**config.mk**
```make
export PLATFORM = sky130hd
export DESIGN_NAME = uart_tx_fifo_cfg
export DESIGN_NICKNAME = d
export VERILOG_FILES = /design/src/rtl/uart_tx_fifo_cfg_pkg.sv /design/src/rtl/uart_tx_fifo_cfg_fifo.sv /design/src/rtl/uart_tx_fifo_cfg.sv
export SDC_FILE = /design/constraint.sdc
export NUM_CORES = 1
export LEC_CHECK = 0
export ABC_AREA = 1
export BUFFER_PORTS_ARGS = -buffer_cell sky130_fd_sc_hd__buf_2
export CAP_MARGIN = 0
export CORE_ASPECT_RATIO = 1.5
export CORE_MARGIN = 2
export CORE_UTILIZATION = 40
export DETAILED_ROUTE_END_ITERATION = 16
export PLACE_DENSITY = 0.53
export SLEW_MARGIN = 40
export SYNTH_ARGS = -nofsm -noshare
export SYNTH_HDL_FRONTEND = slang
export SYNTH_SLANG_ARGS = --single-unit
```
**constraint.sdc**
```tcl
create_clock -name i_clock -period 2.9 [get_ports i_clock]
set_clock_uncertainty 0.05 [all_clocks]
set_input_delay 0.58 -clock i_clock [delete_from_list [all_inputs] [get_ports i_clock]]
set_output_delay 0.58 -clock i_clock [all_outputs]
set_load 0.05 [all_outputs]
```
**src/rtl/uart_tx_fifo_cfg_pkg.sv**
```systemverilog
// Shared state encoding, parity modes and parity helper for the configurable UART transmitter.
package uart_tx_fifo_cfg_pkg;

  typedef enum logic [4:0] {
    IDLE   = 5'b00001,
    START  = 5'b00010,
    DATA   = 5'b00100,
    PARITY = 5'b01000,
    STOP   = 5'b10000
  } tx_state_e;

  localparam logic PARITY_EVEN = 1'b0;
  localparam logic PARITY_ODD  = 1'b1;

  // Widest supported frame; narrower words are zero-extended, which leaves the XOR unchanged.
  localparam int MAX_BITS = 9;

  function automatic logic frame_parity(input logic [MAX_BITS-1:0] word, input logic mode);
    case (mode)
      PARITY_EVEN: return ^word;
      PARITY_ODD:  return ~^word;
      default:     return ^word;
    endcase
  endfunction

endpackage

```
**src/rtl/uart_tx_fifo_cfg_fifo.sv**
```systemverilog
// Synchronous first-word-fall-through FIFO feeding the transmitter; writes while full are dropped.
module uart_tx_fifo_cfg_fifo #(
  parameter int N_BITS     = 8,
  parameter int FIFO_DEPTH = 4
) (
  input  logic                          clock,
  input  logic                          reset,
  input  logic                          push,
  input  logic                          pop,
  input  logic [N_BITS-1:0]             din,
  output logic [N_BITS-1:0]             dout,
  output logic                          full,
  output logic                          empty,
  output logic [$clog2(FIFO_DEPTH):0]   count
);

  localparam int PTR_W = $clog2(FIFO_DEPTH);

  logic [N_BITS-1:0] mem_r [FIFO_DEPTH];
  logic [PTR_W-1:0]  wr_ptr_r;
  logic [PTR_W-1:0]  rd_ptr_r;
  logic [PTR_W:0]    count_r;
  logic              do_push_s;
  logic              do_pop_s;

  assign full      = (count_r == (PTR_W+1)'(FIFO_DEPTH));
  assign empty     = (count_r == {(PTR_W+1){1'b0}});
  assign do_push_s = push && !full;
  assign do_pop_s  = pop && !empty;
  assign dout      = mem_r[rd_ptr_r];
  assign count     = count_r;

  // Storage, pointers (wrapping at the power-of-two depth) and occupancy
  always_ff @(posedge clock) begin
    if (reset) begin
      wr_ptr_r <= {PTR_W{1'b0}};
      rd_ptr_r <= {PTR_W{1'b0}};
      count_r  <= {(PTR_W+1){1'b0}};
    end else begin
      if (do_push_s) begin
        mem_r[wr_ptr_r] <= din;
        wr_ptr_r        <= wr_ptr_r + PTR_W'(1);
      end
      if (do_pop_s) begin
        rd_ptr_r <= rd_ptr_r + PTR_W'(1);
      end
      case ({do_push_s, do_pop_s})
        2'b10:   count_r <= count_r + (PTR_W+1)'(1);
        2'b01:   count_r <= count_r - (PTR_W+1)'(1);
        default: count_r <= count_r;
      endcase
    end
  end

endmodule

```
**src/rtl/uart_tx_fifo_cfg.sv**
```systemverilog
// Buffered UART transmitter: frame FSM, shift register, tick/bit counters and per-frame config latches.
module uart_tx_fifo_cfg
  import uart_tx_fifo_cfg_pkg::*;
#(
  parameter int N_BITS     = 8,
  parameter int N_TICKS    = 16,
  parameter int FIFO_DEPTH = 4
) (
  input  logic                          i_clock,
  input  logic                          i_reset,
  input  logic                          i_s_tick,
  input  logic                          i_valid,
  input  logic [N_BITS-1:0]             i_din,
  output logic                          o_ready,
  input  logic                          i_parity_en,
  input  logic                          i_parity_odd,
  input  logic                          i_stop2,
  output logic                          o_tx,
  output logic                          o_busy,
  output logic                          o_tx_done_tick,
  output logic [$clog2(FIFO_DEPTH):0]   o_fifo_count
);

  localparam int S_W = $clog2(2*N_TICKS);
  localparam int N_W = $clog2(N_BITS);
  localparam logic [S_W-1:0] S_BIT_END   = S_W'(N_TICKS-1);
  localparam logic [S_W-1:0] S_STOP2_END = S_W'(2*N_TICKS-1);
  localparam logic [N_W-1:0] N_LAST      = N_W'(N_BITS-1);

  tx_state_e         state_r;
  logic [S_W-1:0]    s_r;
  logic [N_W-1:0]    n_r;
  logic [N_BITS-1:0] shift_r;
  logic              parity_en_r;
  logic              stop2_r;
  logic              parity_bit_r;
  logic              tx_r;
  logic              busy_r;
  logic              done_r;
  logic              bit_end_s;
  logic              stop_end_s;
  logic              pop_s;
  logic              full_s;
  logic              empty_s;
  logic [N_BITS-1:0] head_s;

  uart_tx_fifo_cfg_fifo #(
    .N_BITS     (N_BITS),
    .FIFO_DEPTH (FIFO_DEPTH)
  ) u_fifo (
    .clock (i_clock),
    .reset (i_reset),
    .push  (i_valid),
    .pop   (pop_s),
    .din   (i_din),
    .dout  (head_s),
    .full  (full_s),
    .empty (empty_s),
    .count (o_fifo_count)
  );

  assign bit_end_s      = i_s_tick && (s_r == S_BIT_END);
  assign o_ready        = !full_s;
  assign o_tx           = tx_r;
  assign o_busy         = busy_r;
  assign o_tx_done_tick = done_r;

  // Stop-bit end and the pop that begins a frame, either from idle or straight out of STOP
  always_comb begin
    stop_end_s = 1'b0;
    if (state_r == STOP) begin
      stop_end_s = i_s_tick && (s_r == (stop2_r ? S_STOP2_END : S_BIT_END));
    end else begin
      stop_end_s = 1'b0;
    end
    pop_s = !empty_s && ((state_r == IDLE) || stop_end_s);
  end

  // Frame sequencer with registered line, busy and done outputs
  always_ff @(posedge i_clock) begin
    if (i_reset) begin
      state_r      <= IDLE;
      s_r          <= {S_W{1'b0}};
      n_r          <= {N_W{1'b0}};
      shift_r      <= {N_BITS{1'b0}};
      parity_en_r  <= 1'b0;
      stop2_r      <= 1'b0;
      parity_bit_r <= 1'b0;
      tx_r         <= 1'b1;
      busy_r       <= 1'b0;
      done_r       <= 1'b0;
    end else if (pop_s) begin
      // Config is sampled only here, so mid-frame changes apply to the next word.
      shift_r      <= head_s;
      parity_en_r  <= i_parity_en;
      stop2_r      <= i_stop2;
      parity_bit_r <= frame_parity(MAX_BITS'(head_s), i_parity_odd);
      s_r          <= {S_W{1'b0}};
      n_r          <= {N_W{1'b0}};
      state_r      <= START;
      tx_r         <= 1'b0;
      busy_r       <= 1'b1;
      done_r       <= stop_end_s;
    end else begin
      done_r <= 1'b0;
      case (state_r)
        IDLE: begin
          tx_r   <= 1'b1;
          busy_r <= 1'b0;
        end
        START: begin
          if (bit_end_s) begin
            s_r     <= {S_W{1'b0}};
            state_r <= DATA;
            tx_r    <= shift_r[0];
          end else if (i_s_tick) begin
            s_r <= s_r + S_W'(1);
          end
        end
        DATA: begin
          if (bit_end_s) begin
            s_r     <= {S_W{1'b0}};
            shift_r <= {1'b0, shift_r[N_BITS-1:1]};
            if (n_r == N_LAST) begin
              n_r     <= {N_W{1'b0}};
              state_r <= parity_en_r ? PARITY : STOP;
              tx_r    <= parity_en_r ? parity_bit_r : 1'b1;
            end else begin
              n_r  <= n_r + N_W'(1);
              tx_r <= shift_r[1];
            end
          end else if (i_s_tick) begin
            s_r <= s_r + S_W'(1);
          end
        end
        PARITY: begin
          if (bit_end_s) begin
            s_r     <= {S_W{1'b0}};
            state_r <= STOP;
            tx_r    <= 1'b1;
          end else if (i_s_tick) begin
            s_r <= s_r + S_W'(1);
          end
        end
        STOP: begin
          if (stop_end_s) begin
            s_r     <= {S_W{1'b0}};
            state_r <= IDLE;
            tx_r    <= 1'b1;
            busy_r  <= 1'b0;
            done_r  <= 1'b1;
          end else if (i_s_tick) begin
            s_r <= s_r + S_W'(1);
          end
        end
        default: begin
          state_r <= IDLE;
          tx_r    <= 1'b1;
          busy_r  <= 1'b0;
        end
      endcase
    end
  end

endmodule

```
After elaboration in Yosys (flattened, before gate mapping) --
Memory sizes are Yosys's and may differ from the RTL's. A register that Yosys moved wholly into a read port is not among the register bits. Cells that the tools add are included.
Word-level totals: bits in registers 34, bits in writable memories 32, bits of input ports 15, output and inout bits 7, logic and storage cells 108, memories 1
Cells by class: add/sub/neg operators 6, equal/unequal tests 23, mux-type cells 39, bitwise gates (word level) 2, reductions and logical operators 23
Memories:
- u_fifo.mem_r | depth 4, width 8, read ports 1, clocked after Yosys merged registers in 1, write ports 1, line uart_tx_fifo_cfg_fifo.sv:19 | logic [N_BITS-1:0] mem_r [FIFO_DEPTH];
Operators by type and width (count):
- $mux 5 | 10
- $pmux 5 s5 | 1
- $mux 8 | 3
- $mux 1 | 16
- $ne 3x2->1 const B | 5
- $reduce_and 6->1 | 2
- $eq 5x4->1 const B | 2
- $ne 2x2->1 const B | 5
- $pmux 5 s2 | 1
- $reduce_xnor 9->1 | 1
- $reduce_xor 9->1 | 1
- $reduce_bool 2->1 | 4
- $add 3x1->3 const B | 2
- $eq 3x3->1 const B | 2
- $mux 2 | 3
- $pmux 3 s2 | 1
- $reduce_and 2->1 | 3
- $add 5x1->5 const B | 1
- $eq 5x1->1 const B | 1
- $eq 5x2->1 const B | 1
- $eq 5x3->1 const B | 1
- $eq 5x5->1 | 1
- $eq 5x5->1 const B | 1
- $logic_and 1x1->1 | 5
- 15 further kinds | 20

Logic depth before layout (Yosys ltp) --
Gate-level depths: netlist of the first run.
depth in word-level cells 9, mapped depth 17, depth with buffers taken out 15

Modules after synthesis --
Synthesis of the first run repeated with hierarchy kept, for this count alone.
Unflattened totals: cells, all modules 427, area, all modules 3438.3 um^2
Modules (own cells, without submodules):
- uart_tx_fifo_cfg | times used 1, cells an instance 276, area each 1730.4 um^2, seq. area each 540.5 um^2
- uart_tx_fifo_cfg_fifo | times used 1, cells an instance 151, area each 1707.9 um^2, seq. area each 1141.1 um^2

Worst setup path after synthesis of the first run --
No wires, ideal clock.
path type reg2reg, from reg u_fifo.count_r[1] (netlist: u_fifo.count[1]), to reg u_fifo.count_r[2] (netlist: u_fifo.count[2]), library setup time 122 ps, arrival 2514 ps, required time 2728 ps, setup slack 214 ps, cell stages (with the launch flop) 10, buffers on the path 0, period minus slack after synthesis 2686 ps, cell sequence dfxtp_1 > inv_1 > nand3_1 > nand2_1 > ha_1 > fa_1 > a21oi_1 > o21ai_0 > o21ai_0 > a21oi_1
On the way: elaborated cells between the ends (all ways) 13, classes of those cells 2 x add/sub; 3 x eq/ne; 1 x mux; 7 x reduce/logical
RTL lines:
- from (decl) | line uart_tx_fifo_cfg_fifo.sv:22 | logic [PTR_W:0] count_r;
- from (signal assigned) | line uart_tx_fifo_cfg_fifo.sv:38 | count_r <= {(PTR_W+1){1'b0}};
- from (signal assigned) | line uart_tx_fifo_cfg_fifo.sv:48 | 2'b10: count_r <= count_r + (PTR_W+1)'(1);
- from (signal assigned) | line uart_tx_fifo_cfg_fifo.sv:49 | 2'b01: count_r <= count_r - (PTR_W+1)'(1);
- $eq 3x3->1 * | line uart_tx_fifo_cfg_fifo.sv:26 | assign full = (count_r == (PTR_W+1)'(FIFO_DEPTH));
- $logic_not 1->1 *
- named net o_ready | line uart_tx_fifo_cfg.sv:14 | output logic o_ready,
- $logic_and 1x1->1 * | line uart_tx_fifo_cfg_fifo.sv:28 | assign do_push_s = push && !full;
- $eq 2x1->1 or $eq 2x2->1 (tied branches) | line uart_tx_fifo_cfg_fifo.sv:47 | case ({do_push_s, do_pop_s})
- $pmux 3 s2 or $reduce_bool 2->1 (tied branches)
Mark *: on every way through the listed nets, which the timed path passes. The rest lies on a longest branch. A chain may end at the register's enable or synchronous reset.

Final worst setup path of the first run --
from reg s_r[0], to reg u_fifo.count_r[2] (netlist: u_fifo.count[2])
On the way: cells in the longest elaborated chain, start to end 8, elaborated cells between the ends (all ways) 10, classes of those cells 3 x eq/ne; 2 x mux; 5 x reduce/logical
Ends and longest elaborated chain:
- from (decl) | line uart_tx_fifo_cfg.sv:31 | logic [S_W-1:0] s_r;
- from (signal assigned) | line uart_tx_fifo_cfg.sv:83 | s_r <= {S_W{1'b0}};
- from (signal assigned) | line uart_tx_fifo_cfg.sv:98 | s_r <= {S_W{1'b0}};
- from (signal assigned) | line uart_tx_fifo_cfg.sv:113 | s_r <= {S_W{1'b0}};
- $eq 5x5->1 * | line uart_tx_fifo_cfg.sv:72 | stop_end_s = i_s_tick && (s_r == (stop2_r ? S_STOP2_END : S_BIT_END));
- $logic_and 1x1->1 * | line uart_tx_fifo_cfg.sv:72
- $mux 1 * | line uart_tx_fifo_cfg.sv:71 | if (state_r == STOP) begin
- $logic_or 1x1->1 * | line uart_tx_fifo_cfg.sv:76 | pop_s = !empty_s && ((state_r == IDLE) || stop_end_s);
- $logic_and 1x1->1 * | line uart_tx_fifo_cfg.sv:76
- $logic_and 1x1->1 * | line uart_tx_fifo_cfg_fifo.sv:29 | assign do_pop_s = pop && !empty;
- $eq 2x1->1 or $eq 2x2->1 (tied branches) | line uart_tx_fifo_cfg_fifo.sv:47
- $pmux 3 s2 or $reduce_bool 2->1 (tied branches)
- to (signal assigned) | line uart_tx_fifo_cfg_fifo.sv:48
- to (signal assigned) | line uart_tx_fifo_cfg_fifo.sv:49
- to (signal assigned) | line uart_tx_fifo_cfg_fifo.sv:50 | default: count_r <= count_r;
Every way passes the cells marked *; elsewhere a longest branch is shown, timed or not.

==> results of run 1 <==
## area by class of cell
cell class,count,area (um2)
fillers,785,4190
flip-flops and latches,68,1680
clock buffers,10,229
inverters,40,151
well taps,105,131
multi-input cells,259,1300
clock inverters,6,55.1
repair buffers,30,173
## final timing paths
path | to | startpoint | slack [ns] | depth (start not counted)
min | o_busy$_SDFFE_PP0P_ | o_busy$_SDFFE_PP0P_ | 0.41 | 2
max | u_fifo.count[2]$_SDFFE_PP0P_ | s_r[0]$_SDFFE_PP0P_ | 0.58 | 13
min reg2reg | o_busy$_SDFFE_PP0P_ | o_busy$_SDFFE_PP0P_ | 0.41 | 2
max reg2reg | u_fifo.count[2]$_SDFFE_PP0P_ | s_r[0]$_SDFFE_PP0P_ | 0.58 | 13
## flip-flops by register name, summed over array words and instances, names as in the netlist, 2 cells and up, named ones only
signal           count
n_r                  3
s_r                  5
shift_r              8
state_r              5
u_fifo.count         3
u_fifo.mem_r        32
u_fifo.rd_ptr_r      2
u_fifo.wr_ptr_r      2
## routing by layer
layer / global-route usage / part of all wire / up-vias / wire length [um]
li1: - / - / 1301 / -
met2: 0.281 / 0.55 / 30 / 3320
met3: 0.0324 / 0.026 / 4 / 158
met4: 0.0917 / 0.014 / 0 / 88
met1: 0.169 / 0.41 / 1114 / 2520
met5: 0 / 0 / - / 0
## placed cells by master, fill, tap and decap left out, drive strengths merged, types with 2 or more instances in the layout
cell	synthesis	routed
nor3	4	4
a211oi	2	2
nor2	38	38
a21oi	26	26
nand2	110	110
clkinv	1	6
inv	39	39
o21bai	2	2
ha	9	9
buf	7	30
o21ai	20	20
edfxtp	32	32
nand3	34	34
nand4	3	3
clkbuf	2	10
or2	2	2
dfxtp	36	36
## synth_stat cells, drive strengths merged
library cell  instances  area, um2
nand3                34        170
nor4                  1       6.26
nand2               110        438
buf                   7       60.1
or2                   2       12.5
a211oi                2       20.0
dfxtp                36        721
edfxtp               32        961
o21bai                2       15.0
a21oi                26        130
o211ai                1       7.51
nor2                 38        160
a21boi                1       11.3
ha                    9        113
o22ai                 1       12.5
and3                  1       6.26
nor3                  4       25.0
nor3b                 1       7.51
inv                  39        146
nand4                 3       25.0
o21ai                20        108
fa                    1       20.0
clkbuf                2       7.51
clkinv                1       5.00
and2                  1       6.26
nand3b                1       7.51
## power groups by stage
stage	Combinational, mW	Clock, mW	Sequential (mW)
after CTS	1.21	1.06	1.26
final	1.19	1.03	1.26
after global placement	1.20	0	1.28
after floorplan	0.904	0	1.34
after detailed placement	1.20	0	1.28
after global routing	1.39	1.12	1.28
## worst register-to-register path: cells and delay by family, from the launching register on
family | cells | cell delay, ns
flip-flops | 1 | 0.32
adder cells (fa/ha/maj) | 3 | 0.81
AO/OA/AOI/OAI | 5 | 0.61
buffers and inverters | 1 | 0.08
AND/OR/NAND/NOR | 4 | 0.34
## cells by family after synthesis
logic type | Yosys count | synth area share
fa+ha+maj | 10 | 0.0414
flops | 68 | 0.525
compound gates | 53 | 0.0950
buf+inv | 49 | 0.0684
simple gates | 196 | 0.270
==> out/results.tsv, run 1 <==
metric	value	unit
Total Die Area	8750	um2
nets	433	
post-route minimum period	2.32	ns
drt via density	4.73	
CP cell instances	ha_1 -> nand2_1 -> nor2_1 -> nand3_1 -> nor2_1 -> o21ai_2 -> inv_1 -> ha_1 -> fa_1 -> a21oi_1 -> o21ai_0 -> o21ai_0 -> a21oi_1	
slowest stage delay, CP	0.38	ns
DR DRC count	0	
internal power	2.22	mW
clock buffer depth	2	
CORE AREA	7910	um2
grt ovf	0	
Hold Path Class	flop to flop	
Root Buffer	clkbuf_16	
first-pass GRT wire length	10700	um
largest net degree at the start of global routing	20	
Post-DP Area	3440	um2
die height	114	um
final hold violations	0	
WP data required	3.06	ns
Clock Sinks	68	
Starting Density	0.405	
kind of critical path	flop to flop	
Synth Net Count	401	
clk slew on worst S/H paths	0.06	ns
Cell Rows	40	
cell family with most CP delay	adder cells	
CP max FO	3	
fin. max-slew vios	0	
Rel. slew slack	0.654	
Worst Max-Slew Pin Slew	0.514	ns
remaining antenna violation count	0	
synthesized area	3200	um2
Sw Pwr	1.26	mW
Peak Freq	0.431	GHz
slowest CP cell	fa_1	
post-route cell area	3720	um2
Antenna diodes	0	
io pins	22	
Critical Path Source Type	flop	
fin cells	518	
Final setup viols	0	
DIE WIDTH	77.1	um
Yosys warning count	0	
share of cells above drive strength 1	0.162	
CTS tree	yes	
outcome	finished, final reports clean	
post-synthesis area per instance	8.52	um2
flops & latches, synth	68	
cts hold-fix bufs	0	
Inst Count DP	502	
final worst-path cycle share	0.800	
Via Count	2449	
sequential fraction of the synthesis area	0.525	
DR WL/cell	11.7	um
dpl ws	0.389	ns
Power Density	935	nW/um2
vias in the first global route	2356	
port bufs	21	
Layout area overhead	16.3	%
Final Util	0.471	
Critical Path AT	2.48	ns
initial antenna violation count	0	
final setup TNS	0	ns
combinational group share of total power	0.343	
total global-route track usage	0.156	
Synth cell types	36	
Post-CTS Setup Bufs	0	
RSZ-0062 raised after global routing	no	
Buf/Inv on CP	1	
first-iteration detailed-routing DRC count	90	
Sw Ratio	0.362	
Worst Setup End Kind	flop	
Clk Latency, worst-skew pair	0.32	ns
H-tree depth	3	
CTS resizes	0	
clock share of power	0.295	
CTS buffer count	9	
MaxCap Viol Count	0	
DR pass1 iterations	4	
WL final	6080	um
Tot Pwr	3.48	mW
HPWL Detailed	4480	um
Peak VDD IR	0.650	mV
sequential share of power	0.362	
WHS	0.408	ns
Syn Inst Count	376	
Leak	1.60	nW
gpl congestion	0.798	
setup ws final	0.579	ns
(Power assumes the default switching activity.)
==> run 2: changes to the inputs <==
clock period = 2.4 ns   (was 2.9 ns; I/O delays follow)
==> run 2 against run 1 <==
Against the previous run:
- die area unchanged
- maximum frequency increased by 7.2%
- register-to-register slack got worse by 0.34 ns
- core utilization increased by 0.079 points
==> out/results.tsv, run 2 (synthesized netlist as in run 1, its figures left out) <==
metric	value	unit	change
first-iteration detailed-routing DRC count	74		-18%
Root Buffer	clkbuf_16		
DIE WIDTH	77.1	um	unchanged
largest net degree at the start of global routing	20		unchanged
Antenna diodes	0		unchanged
Final setup viols	0		unchanged
final setup TNS	0	ns	unchanged
cts hold-fix bufs	0		unchanged
Biggest register	u_fifo.mem_r		
slowest stage delay, CP	0.42	ns	+0.04 ns
WP data required	2.56	ns	-0.50 ns
DR DRC count	0		unchanged
Post-DP Area	3460	um2	+0.65%
RSZ-0062 raised after global routing	no		
Cell Rows	40		unchanged
Crit Reg-Reg Startpoint	s_r[0]$_SDFFE_PP0P_		
slowest CP cell	fa_2		
initial antenna violation count	0		unchanged
Clk Latency, worst-skew pair	0.32	ns	about the same
CP max FO	3		unchanged
outcome	finished, final reports clean		
io pins	22		unchanged
post-route minimum period	2.17	ns	-0.155 ns
final worst-path cycle share	0.903		+0.102
die height	114	um	unchanged
Total Die Area	8750	um2	unchanged
DR pass1 iterations	4		unchanged
commonest cells after routing, fill and taps aside	nand2_1 (106), inv_1 (36), dfxtp_1 (34)		
commonest non-fill, non-tap cell in the layout	nand2_1		
vias in the first global route	2354		-0.085%
Layout area overhead	16.5	%	
Hold Startpoint	i_din[5]		
total global-route track usage	0.157		about the same
CTS resizes	0		unchanged
kind of critical path	flop to flop		
Worst Max-Slew Pin Slew	0.446	ns	-0.0679 ns
drt via density	4.68		-0.91%
Worst Setup SP	s_r[0]$_SDFFE_PP0P_		
gpl congestion	0.792		-0.65%
Power Density	1110	nW/um2	+18%
CORE AREA	7910	um2	unchanged
grt ovf	0		unchanged
Hold Path Class	input pin to flop		
final hold violations	0		unchanged
port bufs	21		unchanged
first-pass GRT wire length	10500	um	-1.6%
DR WL/cell	11.8	um	+0.50%
remaining antenna violation count	0		unchanged
clock buffer depth	2		unchanged
WL final	6140	um	+0.89%
HPWL Detailed	4570	um	+2.1%
fin. max-slew vios	0		unchanged
Peak VDD IR	0.472	mV	-27%
Rel. slew slack	0.700		+0.0457
Largest register FFs	32		unchanged
post-route cell area	3730	um2	+0.17%
Worst Setup End Kind	flop		
share of cells above drive strength 1	0.173		+0.0113
nets	435		+0.46%
Leak	1.59	nW	-1.1%
Largest regs	u_fifo.mem_r x32, shift_r x8		
clk slew on worst S/H paths	0.06	ns	about the same
Via Count	2436		-0.53%
Critical Path Source Type	flop		
MaxCap Viol Count	0		unchanged
H-tree depth	3		unchanged
Clock Sinks	68		unchanged
CTS tree	yes		
Post-CTS Setup Bufs	0		unchanged
Critical Path AT	2.33	ns	-0.15 ns
Peak Freq	0.462	GHz	+7.2%
Starting Density	0.405		unchanged
CTS buffer count	9		unchanged
CP cell instances	ha_1 -> nand2_1 -> nor2_2 -> nand3_1 -> nor2_1 -> o21ai_2 -> inv_1 -> ha_2 -> fa_2 -> o21ai_0 -> a21oi_1		
==> run 2: cell count changes in the layout (fill, tap and decap cells not counted), moves of 2 or more <==
cell,previous run,this run
clkinv_2,6,2
clkinv_1,0,3
buf_4,9,11
clkinvlp_4,0,2
o21ai_1,0,2
dfxtp_1,36,34
dfxtp_2,0,2
o21ai_0,18,16
==> run 2: worst max-delay path: cells and delay by family (launching register included) <==
| kind | cells | cell delay, ns |
|---|---|---|
| compound gates | 3 | 0.27 |
| fa+ha+maj | 3 | 0.79 |
| buf+inv | 1 | 0.08 |
| flops | 1 | 0.35 |
| simple gates | 4 | 0.52 |
==> run 2: final timing paths <==
kind / endpoint / cells past startpoint / slack [ns]
max reg2reg: u_fifo.count[1]$_SDFFE_PP0P_ / 11 / 0.23
min: u_fifo.mem_r[0][5]$_DFFE_PP_ / 1 / 0.32
max: u_fifo.count[1]$_SDFFE_PP0P_ / 11 / 0.23
min reg2reg: n_r[1]$_SDFFE_PP0P_ / 2 / 0.42
==> run 2: cell type report <==
class,count,area [um2]
Clock buffer,10,229
Clock inverter,6,31.3
Fill cell,805,4180
Inverter,40,151
Multi-Input combinational cell,259,1310
Sequential cell,68,1680
Tap cell,105,131
Timing Repair Buffer,32,188
==> run 2: power breakdown <==
| part | switching (mW) | leakage (nW) | internal [mW] |
|---|---|---|---|
| combinational | 0.952 | 0.880 | 0.494 |
| clock | 0.464 | 0.121 | 0.686 |
| sequential | 0.117 | 0.586 | 1.41 |
| total | 1.53 | 1.59 | 2.59 |
==> run 2: through the flow <==
| stage | hold WS (ns) | utilization | instances | worst slack (ns) | total power, mW |
|---|---|---|---|---|---|
| floorplan | 0.390 | - | 376 | 0.153 | 2.72 |
| global placement | 0.393 | 0.438 | 504 | 0.0639 | 2.99 |
| detailed placement | 0.405 | 0.438 | 504 | 0.0362 | 3.01 |
| CTS | 0.300 | 0.471 | 520 | 0.0742 | 4.19 |
| global route | 0.310 | 0.472 | 520 | 0.0116 | 4.47 |
| finish | 0.320 | 0.472 | 520 | 0.234 | 4.12 |
==> run 2: metal layers <==
metal | GRT usage | part of all wire
met5 | 0 | 0
met4 | 0.0679 | 0.0075
met2 | 0.292 | 0.54
met3 | 0.0451 | 0.023
met1 | 0.162 | 0.43
